$ cat src/rtl/inst_fetch_pkg.sv
// Shared fetch definitions: state encoding, default widths and reset PC.
// Imported by the fetch unit and by the instruction-memory side.
package inst_fetch_pkg;

    localparam int unsigned INST_WIDTH_DEF      = 32;
    localparam int unsigned INST_ADDR_WIDTH_DEF = 7;
    localparam logic [31:0] RESET_PC_DEF        = 32'h0000_0000;
    localparam int unsigned QUEUE_DEPTH         = 2;

    typedef enum logic [1:0] {
        IDLE     = 2'd0,
        RUN      = 2'd1,
        REDIRECT = 2'd2
    } fetch_state_e;

    // Instructions are word aligned; the low two PC bits carry no meaning.
    function automatic logic [31:0] word_align(input logic [31:0] pc);
        return pc & 32'hFFFF_FFFC;
    endfunction

endpackage

$ cat src/rtl/fetch_queue.sv
// Two-entry FIFO holding fetched {instruction, pc} pairs.
// Synchronous flush empties it; count reports occupancy.
module fetch_queue
    import inst_fetch_pkg::*;
#(
    parameter int unsigned WIDTH = 64
) (
    input  logic             clk,
    input  logic             rst_n,
    input  logic             flush,
    input  logic             push,
    input  logic [WIDTH-1:0] push_data,
    input  logic             pop,
    output logic [WIDTH-1:0] head_data,
    output logic             empty,
    output logic [1:0]       count
);

    logic [WIDTH-1:0] mem_q [QUEUE_DEPTH];
    logic [WIDTH-1:0] mem_d [QUEUE_DEPTH];
    logic             wr_ptr_q, wr_ptr_d;
    logic             rd_ptr_q, rd_ptr_d;
    logic [1:0]       count_q, count_d;

    // Pointer, occupancy and storage update; flush wins over push/pop.
    always_comb begin
        mem_d    = mem_q;
        wr_ptr_d = wr_ptr_q;
        rd_ptr_d = rd_ptr_q;
        count_d  = count_q;
        if (flush) begin
            wr_ptr_d = 1'b0;
            rd_ptr_d = 1'b0;
            count_d  = 2'd0;
        end else begin
            if (push) begin
                mem_d[wr_ptr_q] = push_data;
                wr_ptr_d        = ~wr_ptr_q;
            end
            if (pop) begin
                rd_ptr_d = ~rd_ptr_q;
            end
            count_d = count_q + {1'b0, push} - {1'b0, pop};
        end
    end

    // Queue state registers.
    always_ff @(posedge clk or negedge rst_n) begin
        if (!rst_n) begin
            mem_q    <= '{default: '0};
            wr_ptr_q <= 1'b0;
            rd_ptr_q <= 1'b0;
            count_q  <= 2'd0;
        end else begin
            mem_q    <= mem_d;
            wr_ptr_q <= wr_ptr_d;
            rd_ptr_q <= rd_ptr_d;
            count_q  <= count_d;
        end
    end

    assign head_data = mem_q[rd_ptr_q];
    assign empty     = (count_q == 2'd0);
    assign count     = count_q;

endmodule

$ cat src/rtl/inst_fetch.sv
// Instruction fetch: issues word reads, tags responses with their PC,
// buffers up to two outstanding instructions and hands them to decode.
module inst_fetch
    import inst_fetch_pkg::*;
#(
    parameter int unsigned INST_WIDTH      = INST_WIDTH_DEF,
    parameter int unsigned INST_ADDR_WIDTH = INST_ADDR_WIDTH_DEF,
    parameter logic [31:0] RESET_PC        = RESET_PC_DEF
) (
    input  logic                       clk,
    input  logic                       rst_n,
    input  logic                       fetch_en,
    input  logic                       redirect,
    input  logic [31:0]                redirect_pc,
    output logic                       mem_request,
    output logic [INST_ADDR_WIDTH-1:0] mem_addr,
    input  logic                       mem_valid,
    input  logic [INST_WIDTH-1:0]      mem_inst,
    output logic                       inst_valid,
    input  logic                       inst_ready,
    output logic [INST_WIDTH-1:0]      inst,
    output logic [31:0]                inst_pc
);

    localparam int unsigned QW = INST_WIDTH + 32;

    fetch_state_e state_q, state_d;
    logic [31:0]  pc_q, pc_d;
    logic         inflight_q, inflight_d;
    logic [31:0]  tag_q, tag_d;

    logic          q_push;
    logic          q_pop;
    logic          q_empty;
    logic [1:0]    q_count;
    logic [QW-1:0] q_wdata;
    logic [QW-1:0] q_rdata;
    logic [2:0]    outstanding;
    logic          req;

    // Handshake and issue gating; a redirect cycle blocks both delivery and issue.
    always_comb begin
        inst_valid  = !q_empty && !redirect;
        q_pop       = inst_valid && inst_ready;
        outstanding = {1'b0, q_count} + {2'b00, inflight_q} - {2'b00, q_pop};
        req         = (state_q == RUN) && !redirect && (outstanding < 3'd2);
        q_push      = mem_valid && inflight_q && !redirect;
        q_wdata     = {mem_inst, tag_q};
    end

    // Next state, request PC and in-flight tag.
    always_comb begin
        state_d    = redirect ? REDIRECT : (fetch_en ? RUN : IDLE);
        pc_d       = pc_q;
        inflight_d = req;
        tag_d      = req ? pc_q : tag_q;
        unique case (1'b1)
            redirect: pc_d = word_align(redirect_pc);
            req:      pc_d = pc_q + 32'd4;
            default:  pc_d = pc_q;
        endcase
    end

    // Fetch control registers.
    always_ff @(posedge clk or negedge rst_n) begin
        if (!rst_n) begin
            state_q    <= IDLE;
            pc_q       <= word_align(RESET_PC);
            inflight_q <= 1'b0;
            tag_q      <= 32'd0;
        end else begin
            state_q    <= state_d;
            pc_q       <= pc_d;
            inflight_q <= inflight_d;
            tag_q      <= tag_d;
        end
    end

    fetch_queue #(
        .WIDTH(QW)
    ) u_queue (
        .clk      (clk),
        .rst_n    (rst_n),
        .flush    (redirect),
        .push     (q_push),
        .push_data(q_wdata),
        .pop      (q_pop),
        .head_data(q_rdata),
        .empty    (q_empty),
        .count    (q_count)
    );

    assign mem_request = req;
    assign mem_addr    = pc_q[INST_ADDR_WIDTH+1:2];
    assign inst        = q_rdata[QW-1:32];
    assign inst_pc     = q_rdata[31:0];

endmodule

$ cat config.mk
export PLATFORM = sky130hd
export DESIGN_NAME = inst_fetch
export DESIGN_NICKNAME = d
export VERILOG_FILES = /design/src/rtl/inst_fetch_pkg.sv /design/src/rtl/fetch_queue.sv /design/src/rtl/inst_fetch.sv
export SDC_FILE = /design/constraint.sdc
export NUM_CORES = 1
export LEC_CHECK = 0
export BUFFER_PORTS_ARGS = -buffer_cell sky130_fd_sc_hd__buf_4
export CAP_MARGIN = 20
export CORE_MARGIN = 5
export CORE_UTILIZATION = 45
export DETAILED_ROUTE_END_ITERATION = 8
export GPL_ROUTABILITY_DRIVEN = 0
export PLACE_DENSITY = 0.66
export SLEW_MARGIN = 25
export SYNTH_ARGS = -nofsm -noshare
export SYNTH_HDL_FRONTEND = slang
export SYNTH_HIERARCHICAL = 1
export SYNTH_SLANG_ARGS = --single-unit
$ cat constraint.sdc
create_clock -name clk -period 11.38 [get_ports clk]
set_input_delay 2.276 -clock clk [delete_from_list [all_inputs] [get_ports clk]]
set_output_delay 2.276 -clock clk [all_outputs]
set_load 0.05 [all_outputs]
==> summary.txt, run 1 <==
Floorplan
  – Num ports: 143
  – Site row count: 52
  – Die area: 23500 um2
  – Core area: 20200 um2
  – Die X: 153 um
  – Chip height: 153 um
  – Initial Util: 45.6%

Detailed routing
  – Metal2 WL: 9040 um
  – Drt wl/cell: 17.8 um
  – DR pass1 iterations: 5
  – Iter 0 DRT Violations: 298
  – DRT Wirelength: 19900 um
  – Metal3 WL: 1060 um
  – Metal1 wirelength: 9660 um
  – Top sig layer: met4
  – Remaining DRCs: 0
  – Antenna Nets Post-Route: 0
  – Post-DR vias/cell: 5.26
  – Routed vias: 5886

Synthesis
  – Simple-gate portion of the synthesized area: 10.1%
  – #FFs+latches synth: 195
  – Top cells by count, synth: 195 x dfrtp_1, 127 x mux2_2, 109 x nand2_1, 60 x mux2_4, 22 x nor2_1
  – Ys flop type: dfrtp_1
  – Synthesized-area fraction occupied by adder cells: 0.759%
  – Cell accounting for the most synthesized area: dfrtp_1
  – Number of distinct library cells after synthesis: 63
  – Share of the synthesized area in the top cell type: 52.9%
  – Cells after Synth: 710
  – Post-synth EDFFs: 0
  – Mux contribution to synthesized area: 26.4%
  – Avg Inst Size Synth: 13.0 um2
  – Synth warnings: 6
  – Synth Area in XOR/XNOR: 0.719%
  – Synth Area in Compound Gates: 4.48%
  – Asr flop ratio synth: 100%
  – Combinational family with the most area after synthesis: multiplexers
  – Seq/Total Area, Yosys: 52.9%
  – Most frequent cell after synthesis: dfrtp_1
  – Synth area leaders: dfrtp_1 53%, mux2_2 16%, mux2_4 9.8%
  – Post-Syn Area: 9230 um2

Pwr
  – Comb power frac: 19.0%
  – PwrDens: 162 nW/um2
  – Switch share: 30.6%
  – Switching Power: 0.542 mW
  – Clock share of power: 34.8%
  – Leakage Power: 5.59 nW
  – Pwr Total: 1.77 mW
  – Maximum VDD drop: 99.7 uV
  – Pint: 1.23 mW
  – Flop pwr share: 46.2%

Setup path
  – Crit end category: primary output
  – CP Cell Sequence: buf_4, nor2_1, and2_1, ha_1, nand2b_1, fa_1, and4bb_2, nand2_1, clkinv_1, buf_4
  – CP Max Fanout: 47
  – Critical path launch point type: input port
  – WP data arrival: 4610 ps
  – Crit Path Category: input port to primary output
  – FF-to-FF path depth: 13
  – RR Startpoint: u_queue/count[1]
  – CP max-delay cell: fa_1
  – Required time of the critical path: 9100 ps
  – Critical path's largest stage delay: 420 ps
  – Worst path most repeated cell: buf_4
  – R2R Path End: pc_q[30]
  – FF-to-FF setup slack: 7850 ps

Status
  – Outcome: complete, no violations

Timing
  – Slew HR: 37.5%
  – Final number of setup-violating endpoints: 0
  – Clock Skew: 13.2 ps
  – Slew @ Worst Pin: 937 ps
  – RSZ-0062 raised after global routing: false
  – Max-slew violation count: 0
  – Setup tns final: 0 ps
  – PnR worst setup slack: 4490 ps
  – Crit path time final: 6890 ps
  – Hold Violations, Final: 0
  – Crit share post-route: 60.5%
  – Highest clock rate: 145 MHz

CTS
  – PostCTS Resize Cnt: 0
  – Num CTS Buffers: 17
  – Clock Path Buffers: 2
  – H-tree Lvls: 4
  – CTS tree: yes
  – Clk sinks: 195
  – Clock Pin Slew Worst Setup and Hold Paths: 70 ps
  – Worst-skew pair later-pin latency: 430 ps
  – Setup bufs post-CTS: 0
  – Hold-fix buffers, CTS: 0
  – Clock root buffer: clkbuf_16

Global routing
  – Grt total ovfl: 0
  – GRT Total Usage: 17.2%
  – Largest net degree at the start of global routing: 75
  – Vias in the first global route: 6156
  – Initial antenna violation count: 0
  – First-pass GRT wire length: 33000 um

Hold path
  – Hold Path Depth: 1
  – Hold EP: u_queue/mem_q[116]
  – Hold Startpoint: u_queue/mem_q[116]
  – Worst hold path class: flip-flop to flip-flop

Placed design
  – IO buf count: 140
  – Pre-CTS setup slack: 4510 ps
  – Placed instance count: 1086
  – DP HPWL: 12900 um

Cells and area
  – Share of cells above drive strength 1: 45.0%
  – End-of-flow core utilization: 54.1%
  – Non-Filler Instances: 1118
  – P&R area growth vs syn: 18.5%
  – Filler instances: 1751
  – Ant diodes: 0
  – Fin nets: 910

Job
  – Max-cap violations: 0
-- cells in the final DEF (no fill, tap or decap), types with 4 or more instances in the layout --
cell / n
ha_1: 4
nand2_1: 109
xnor2_1: 5
o21ai_0: 11
o311ai_0: 4
nor2_1: 22
clkbuf_16: 17
o211ai_1: 5
mux2_2: 127
inv_6: 5
nor3_1: 9
and3_1: 6
nand4_1: 4
mux2_4: 60
mux2_1: 5
a221o_1: 4
dfrtp_1: 194
buf_4: 146
a32oi_1: 4
conb_1: 4
nand3_1: 18
inv_1: 13
mux2i_1: 5
-- through the flow --
stage / hold slack (ps) / instance area (um2)
floorplan: 446 / 9240
global placement: 464 / 10300
detailed placement: 472 / 10300
CTS: 489 / 10900
global route: 514 / 10900
finish: 486 / 10900
-- how the worst max path moves through the flow --
stage | start | to | cells after the start
final | redirect | mem_request | 10
after detailed placement | redirect | mem_request | 10
after global placement | redirect | mem_request | 10
after floorplan | redirect | mem_request | 11
after global routing | redirect | mem_request | 10
after CTS | redirect | mem_request | 10
-- power by group through the flow --
stage | Sequential [mW] | Clock (mW) | Combinational [mW]
2_1_floorplan | 0.811 | 0 | 0.241
3_3_place_gp | 0.830 | 0 | 0.336
3_5_place_dp | 0.833 | 0 | 0.339
4_1_cts | 0.819 | 0.635 | 0.341
5_1_grt | 0.829 | 0.665 | 0.363
6_report | 0.819 | 0.616 | 0.336
-- logic make-up (layout without fill, tap and decap cells) --
family                   Yosys count  in the layout
multiplexers                     197            197
flip-flops                       195            195
AND/OR/NAND/NOR                  193            193
buffers and inverters             59            194
AO/OA/AOI/OAI                     54             54
XOR/XNOR                           6              6
adder cells (fa/ha/maj)            5              5
other                              1              4
-- layer usage --
metal  GRT usage, %  vias to the layer above
met5              0                        -
met4           3.78                        0
met3           3.90                       11
met2           26.4                      153
met1           25.1                     2971
li1               -                     2751
-- flip-flops by register name, summed over array words and instances (netlist names) --
| signal | cells |
|---|---|
| inflight_q | 1 |
| pc_q | 30 |
| state_q | 2 |
| tag_q | 30 |
| u_queue/count | 2 |
| u_queue/mem_q | 128 |
| u_queue/rd_ptr_q | 1 |
| u_queue/wr_ptr_q | 1 |
-- worst max-delay path, delay by kind of cell --
| kind | cells | cell delay [ps] |
|---|---|---|
| adders and majority gates | 2 | 710 |
| buffers and inverters | 3 | 760 |
| and+or+nand+nor | 5 | 840 |
-- area by class of cell --
type / instances / area [um2] / share of cell area [%]
Sequential cell: 195 / 4880 / 44.6
Multi-Input combinational cell: 459 / 3940 / 36.0
Timing Repair Buffer: 148 / 1120 / 10.3
Clock buffer: 18 / 439 / 4.02
Tap cell: 270 / 338 / 3.09
Clock inverter: 14 / 163 / 1.49
Inverter: 14 / 52.6 / 0.480
No activity file was read; power rests on OpenSTA's default activity.
==> run 2, diff against run 1 <==
- clock period: 11.38 -> 6.95 ns (I/O delays scaled with it)
==> summary.txt, run 2 (synthesis results as in run 1) <==
Timing
  – Hold Violations, Final: 0
  – Highest clock rate: 192 MHz
  – Crit path time final: 5200 ps
  – Max-slew violation count: 0
  – Crit share post-route: 74.9%
  – RSZ-0062 raised after global routing: false
  – Clock Skew: 9.31 ps
  – Slew @ Worst Pin: 1030 ps
  – Final number of setup-violating endpoints: 0
  – Setup tns final: 0 ps
  – Slew HR: 31.6%

Setup path
  – Crit end category: primary output
  – FF-to-FF path depth: 13
  – CP Max Fanout: 47
  – Required time of the critical path: 5560 ps
  – Critical path launch point type: input port
  – Crit Path Category: input port to primary output
  – WP data arrival: 3810 ps

Hold path
  – Worst hold path class: flip-flop to flip-flop
  – Hold Path Depth: 1

Detailed routing
  – Remaining DRCs: 0
  – Iter 0 DRT Violations: 308
  – Post-DR vias/cell: 5.26
  – Routed vias: 5880
  – DRT Wirelength: 19600 um
  – Antenna Nets Post-Route: 0
  – Drt wl/cell: 17.5 um
  – DR pass1 iterations: 4

Cells and area
  – P&R area growth vs syn: 18.5%
  – Reg area: 4880 um2
  – Fin nets: 909
  – Most frequent cells in the layout: 194 x dfrtp_1, 144 x buf_4, 127 x mux2_2, 109 x nand2_1, 60 x mux2_4
  – Multi-input combinational cell area: 3940 um2
  – Share of cells above drive strength 1: 45.0%
  – Most flop-heavy register: u_queue/mem_q
  – Ant diodes: 0
  – Most common cell after layout, fill and taps aside: dfrtp_1
  – Largest register FFs: 128
  – Largest registers: u_queue/mem_q x128, pc_q x30, tag_q x30
  – Filler instances: 1749

Pwr
  – Leakage Power: 5.58 nW
  – PwrDens: 261 nW/um2
  – Switching Power: 0.917 mW
  – Pwr Total: 2.86 mW
  – Clock share of power: 33.9%
  – Pint: 1.94 mW
  – Comb power frac: 19.2%
  – Switch share: 32.1%
  – Maximum VDD drop: 179 uV
  – Flop pwr share: 46.8%

Global routing
  – Initial antenna violation count: 0
  – Grt total ovfl: 0
  – First-pass GRT wire length: 32400 um
  – Largest net degree at the start of global routing: 112
  – GRT Total Usage: 16.9%
  – Vias in the first global route: 6058

CTS
  – Clk sinks: 195
  – Num CTS Buffers: 17
  – Clock root buffer: clkbuf_16
  – Hold-fix buffers, CTS: 0
  – Worst-skew pair later-pin latency: 430 ps
  – H-tree Lvls: 4
  – Setup bufs post-CTS: 0
  – Clock Pin Slew Worst Setup and Hold Paths: 70 ps
  – Clock Path Buffers: 2
  – CTS tree: yes
  – PostCTS Resize Cnt: 0

Floorplan
  – Chip height: 153 um
  – Site row count: 52
  – Core area: 20200 um2
  – Die X: 153 um
  – Initial Util: 45.6%
  – Num ports: 143
  – Die area: 23500 um2

Placed design
  – IO buf count: 140
  – DP HPWL: 12800 um

Job
  – Max-cap violations: 0

Status
  – Outcome: complete, no violations
==> run 2: cell types whose count changed in the layout (fill, tap and decap cells not counted) <==
cell,before,now
clkinv_4,3,1
clkbuf_8,2,1
buf_12,0,2
inv_8,2,6
clkinv_2,2,1
clkinv_8,0,3
buf_6,1,0
inv_6,5,2
bufinv_16,2,0
clkinvlp_4,0,2
buf_4,146,144
==> run 2: worst paths after layout <==
kind,start,to,slack (ps)
setup / recovery,redirect,mem_request,1750
hold / removal,u_queue/mem_q[118],u_queue/mem_q[118],480
setup reg to reg,u_queue/count[1],pc_q[8],3420
hold reg to reg,u_queue/mem_q[118],u_queue/mem_q[118],480
max in group asynchronous,rst_n,pc_q[25],4730
min in group asynchronous,rst_n,u_queue/mem_q[123],1090
==> run 2: final cells by class <==
type                            count  share of cell area (%)
Clock inverter                     15                    1.49
Clock buffer                       17                    3.89
Sequential cell                   195                    44.6
Inverter                           14                   0.480
Timing Repair Buffer              147                    10.4
Tap cell                          270                    3.09
Multi-Input combinational cell    459                    36.0
==> run 2: per-layer routing <==
| metal | global-route usage, % | wire (um) | vias to the layer above |
|---|---|---|---|
| met4 | 4.24 | 186 | 0 |
| met5 | 0 | 0 | - |
| met3 | 3.90 | 1050 | 15 |
| li1 | - | - | 2750 |
| met1 | 24.7 | 9540 | 2933 |
| met2 | 25.5 | 8820 | 182 |
==> run 2: metrics by stage <==
stage               hold slack, ps  setup WS (ps)  std cells  utilization (%)  area [um2]
CTS                            493           1760       1117             54.1       10900
floorplan                      446            715        713                -        9240
detailed placement             476           1770       1085             51.1       10300
global placement               465           1790       1085             51.1       10300
global route                   507           1580       1117             54.1       10900
finish                         484           1750       1117             54.1       10900
==> run 2: power by group through the flow <==
stage	Sequential (mW)	Combinational (mW)	Clock, mW
2_1_floorplan	1.33	0.394	0
3_3_place_gp	1.36	0.549	0
3_5_place_dp	1.36	0.555	0
4_1_cts	1.34	0.558	1.01
5_1_grt	1.36	0.591	1.05
6_report	1.34	0.550	0.970
==> run 2: worst max-delay path, cell delays in order <==
cell,delay [ps]
buf_4,400
nor2_1,120
and2_1,230
ha_1,290
nand2b_1,160
fa_1,440
and4bb_2,260
nand2_1,90
clkinv_1,160
buf_4,240
==> run 3, diff against run 2 <==
- clock period: 6.95 -> 5.3 ns (I/O delays scaled with it)
==> summary.txt, run 3 (synthesis results as in run 1) <==
Status
  – Outcome: complete, no violations

Pwr
  – Flop pwr share: 47.8%
  – PwrDens: 336 nW/um2
  – Pint: 2.54 mW
  – Clock share of power: 32.6%
  – Comb power frac: 19.6%
  – Switch share: 31.1%
  – Leakage Power: 5.59 nW
  – Maximum VDD drop: 179 uV
  – Switching Power: 1.15 mW

Setup path
  – RR Startpoint: u_queue/count[1]
  – CP Max Fanout: 14
  – CP max-delay cell: fa_1
  – CP Cell Sequence: buf_4, nor2_2, and2_1, ha_1, nand2b_1, fa_1, and4bb_2, nand2_1, clkinv_1, buf_4
  – Crit path launch: redirect
  – Required time of the critical path: 4240 ps
  – FF-to-FF path depth: 13
  – Worst path most repeated cell: buf_4
  – Critical path's largest stage delay: 430 ps
  – Crit end category: primary output
  – Crit Path Category: input port to primary output
  – Worst Path Buf+Inv: 3
  – WP data arrival: 3460 ps
  – Instance count on the critical path: 10
  – Delay-heaviest family, CP: buffers and inverters
  – Critical path launch point type: input port

Cells and area
  – Largest registers: u_queue/mem_q x128, pc_q x30, tag_q x30
  – Most common cell after layout, fill and taps aside: dfrtp_1
  – Most flop-heavy register: u_queue/mem_q
  – Filler instances: 1745
  – Fin nets: 914
  – Largest register FFs: 128
  – Share of cells above drive strength 1: 45.2%
  – Ant diodes: 0
  – Most frequent cells in the layout: 194 x dfrtp_1, 147 x buf_4, 127 x mux2_2, 109 x nand2_1, 60 x mux2_4
  – P&R area growth vs syn: 18.9%

Global routing
  – Grt total ovfl: 0
  – First-pass GRT wire length: 33000 um
  – Largest net degree at the start of global routing: 129
  – Vias in the first global route: 6038
  – GRT Total Usage: 17.1%
  – Initial antenna violation count: 0

Detailed routing
  – DR pass1 iterations: 5
  – Metal1 wirelength: 9880 um
  – Iter 0 DRT Violations: 328
  – Top sig layer: met4
  – Post-DR vias/cell: 5.20
  – Drt wl/cell: 17.4 um
  – Remaining DRCs: 0
  – DRT Wirelength: 19500 um
  – Metal3 WL: 900 um
  – Routed vias: 5832
  – Metal2 WL: 8630 um
  – Antenna Nets Post-Route: 0

Timing
  – RSZ-0062 raised after global routing: false
  – Max-slew violation count: 0
  – Hold Violations, Final: 0
  – Slew @ Worst Pin: 807 ps
  – Crit path time final: 4520 ps
  – Setup tns final: 0 ps
  – Highest clock rate: 221 MHz
  – Slew HR: 46.0%
  – Final number of setup-violating endpoints: 0
  – Hold slack: 486 ps
  – Crit share post-route: 85.4%
  – Clock Skew: 8.57 ps

Placed design
  – IO buf count: 140
  – DP HPWL: 12900 um

Floorplan
  – Initial Util: 45.6%
  – Chip height: 153 um
  – Num ports: 143
  – Die area: 23500 um2
  – Core area: 20200 um2
  – Site row count: 52
  – Die X: 153 um

CTS
  – H-tree Lvls: 4
  – CTS tree: yes
  – Num CTS Buffers: 17
  – Clock root buffer: clkbuf_16
  – Setup bufs post-CTS: 0
  – Worst-skew pair later-pin latency: 420 ps
  – Clk sinks: 195
  – PostCTS Resize Cnt: 0
  – Hold-fix buffers, CTS: 0
  – Clock Path Buffers: 2
  – Clock Pin Slew Worst Setup and Hold Paths: 70 ps

Hold path
  – Hold Path Depth: 1
  – Hold Startpoint: u_queue/mem_q[120]
  – Worst hold path class: flip-flop to flip-flop

Job
  – Max-cap violations: 0
[run 3: cell type report]
cell class	instances	area (um2)	area share, %
inverter	14	52.6	0.479
clock inverter	12	100	0.913
clock buffer	20	447	4.07
sequential	195	4880	44.5
multi-input combinational	459	3950	36.0
timing repair buffer	152	1210	11.0
tap	270	338	3.08
[run 3: power groups by stage]
| stage | combinational, mW | sequential (mW) | clock [mW] |
|---|---|---|---|
| 2_1_floorplan | 0.517 | 1.74 | 0 |
| 3_3_place_gp | 0.721 | 1.78 | 0 |
| 3_5_place_dp | 0.727 | 1.79 | 0 |
| 4_1_cts | 0.731 | 1.76 | 1.24 |
| 5_1_grt | 0.780 | 1.78 | 1.31 |
| 6_report | 0.722 | 1.76 | 1.20 |
[run 3: routing by layer]
layer,vias up,global-route usage (%)
met4,0,3.61
li1,2757,-
met1,2921,25.9
met2,146,25.3
met3,8,4.04
met5,-,0
[run 3: final timing paths]
kind | to | slack, ps
setup / recovery | mem_request | 780
hold / removal | u_queue/mem_q[120] | 490
setup reg to reg | pc_q[25] | 1470
hold reg to reg | u_queue/mem_q[120] | 490
max in group asynchronous | pc_q[8] | 3560
min in group asynchronous | u_queue/mem_q[55] | 530
[run 3: per-stage QoR]
step	total power, mW	cells	setup WS [ps]	area, um2	util, %
floorplan	2.26	713	259	9240	-
global placement	2.51	1089	796	10400	51.4
detailed placement	2.52	1089	777	10400	51.4
CTS	3.73	1121	774	10900	54.1
global route	3.87	1122	651	11000	54.2
finish	3.69	1122	775	11000	54.2
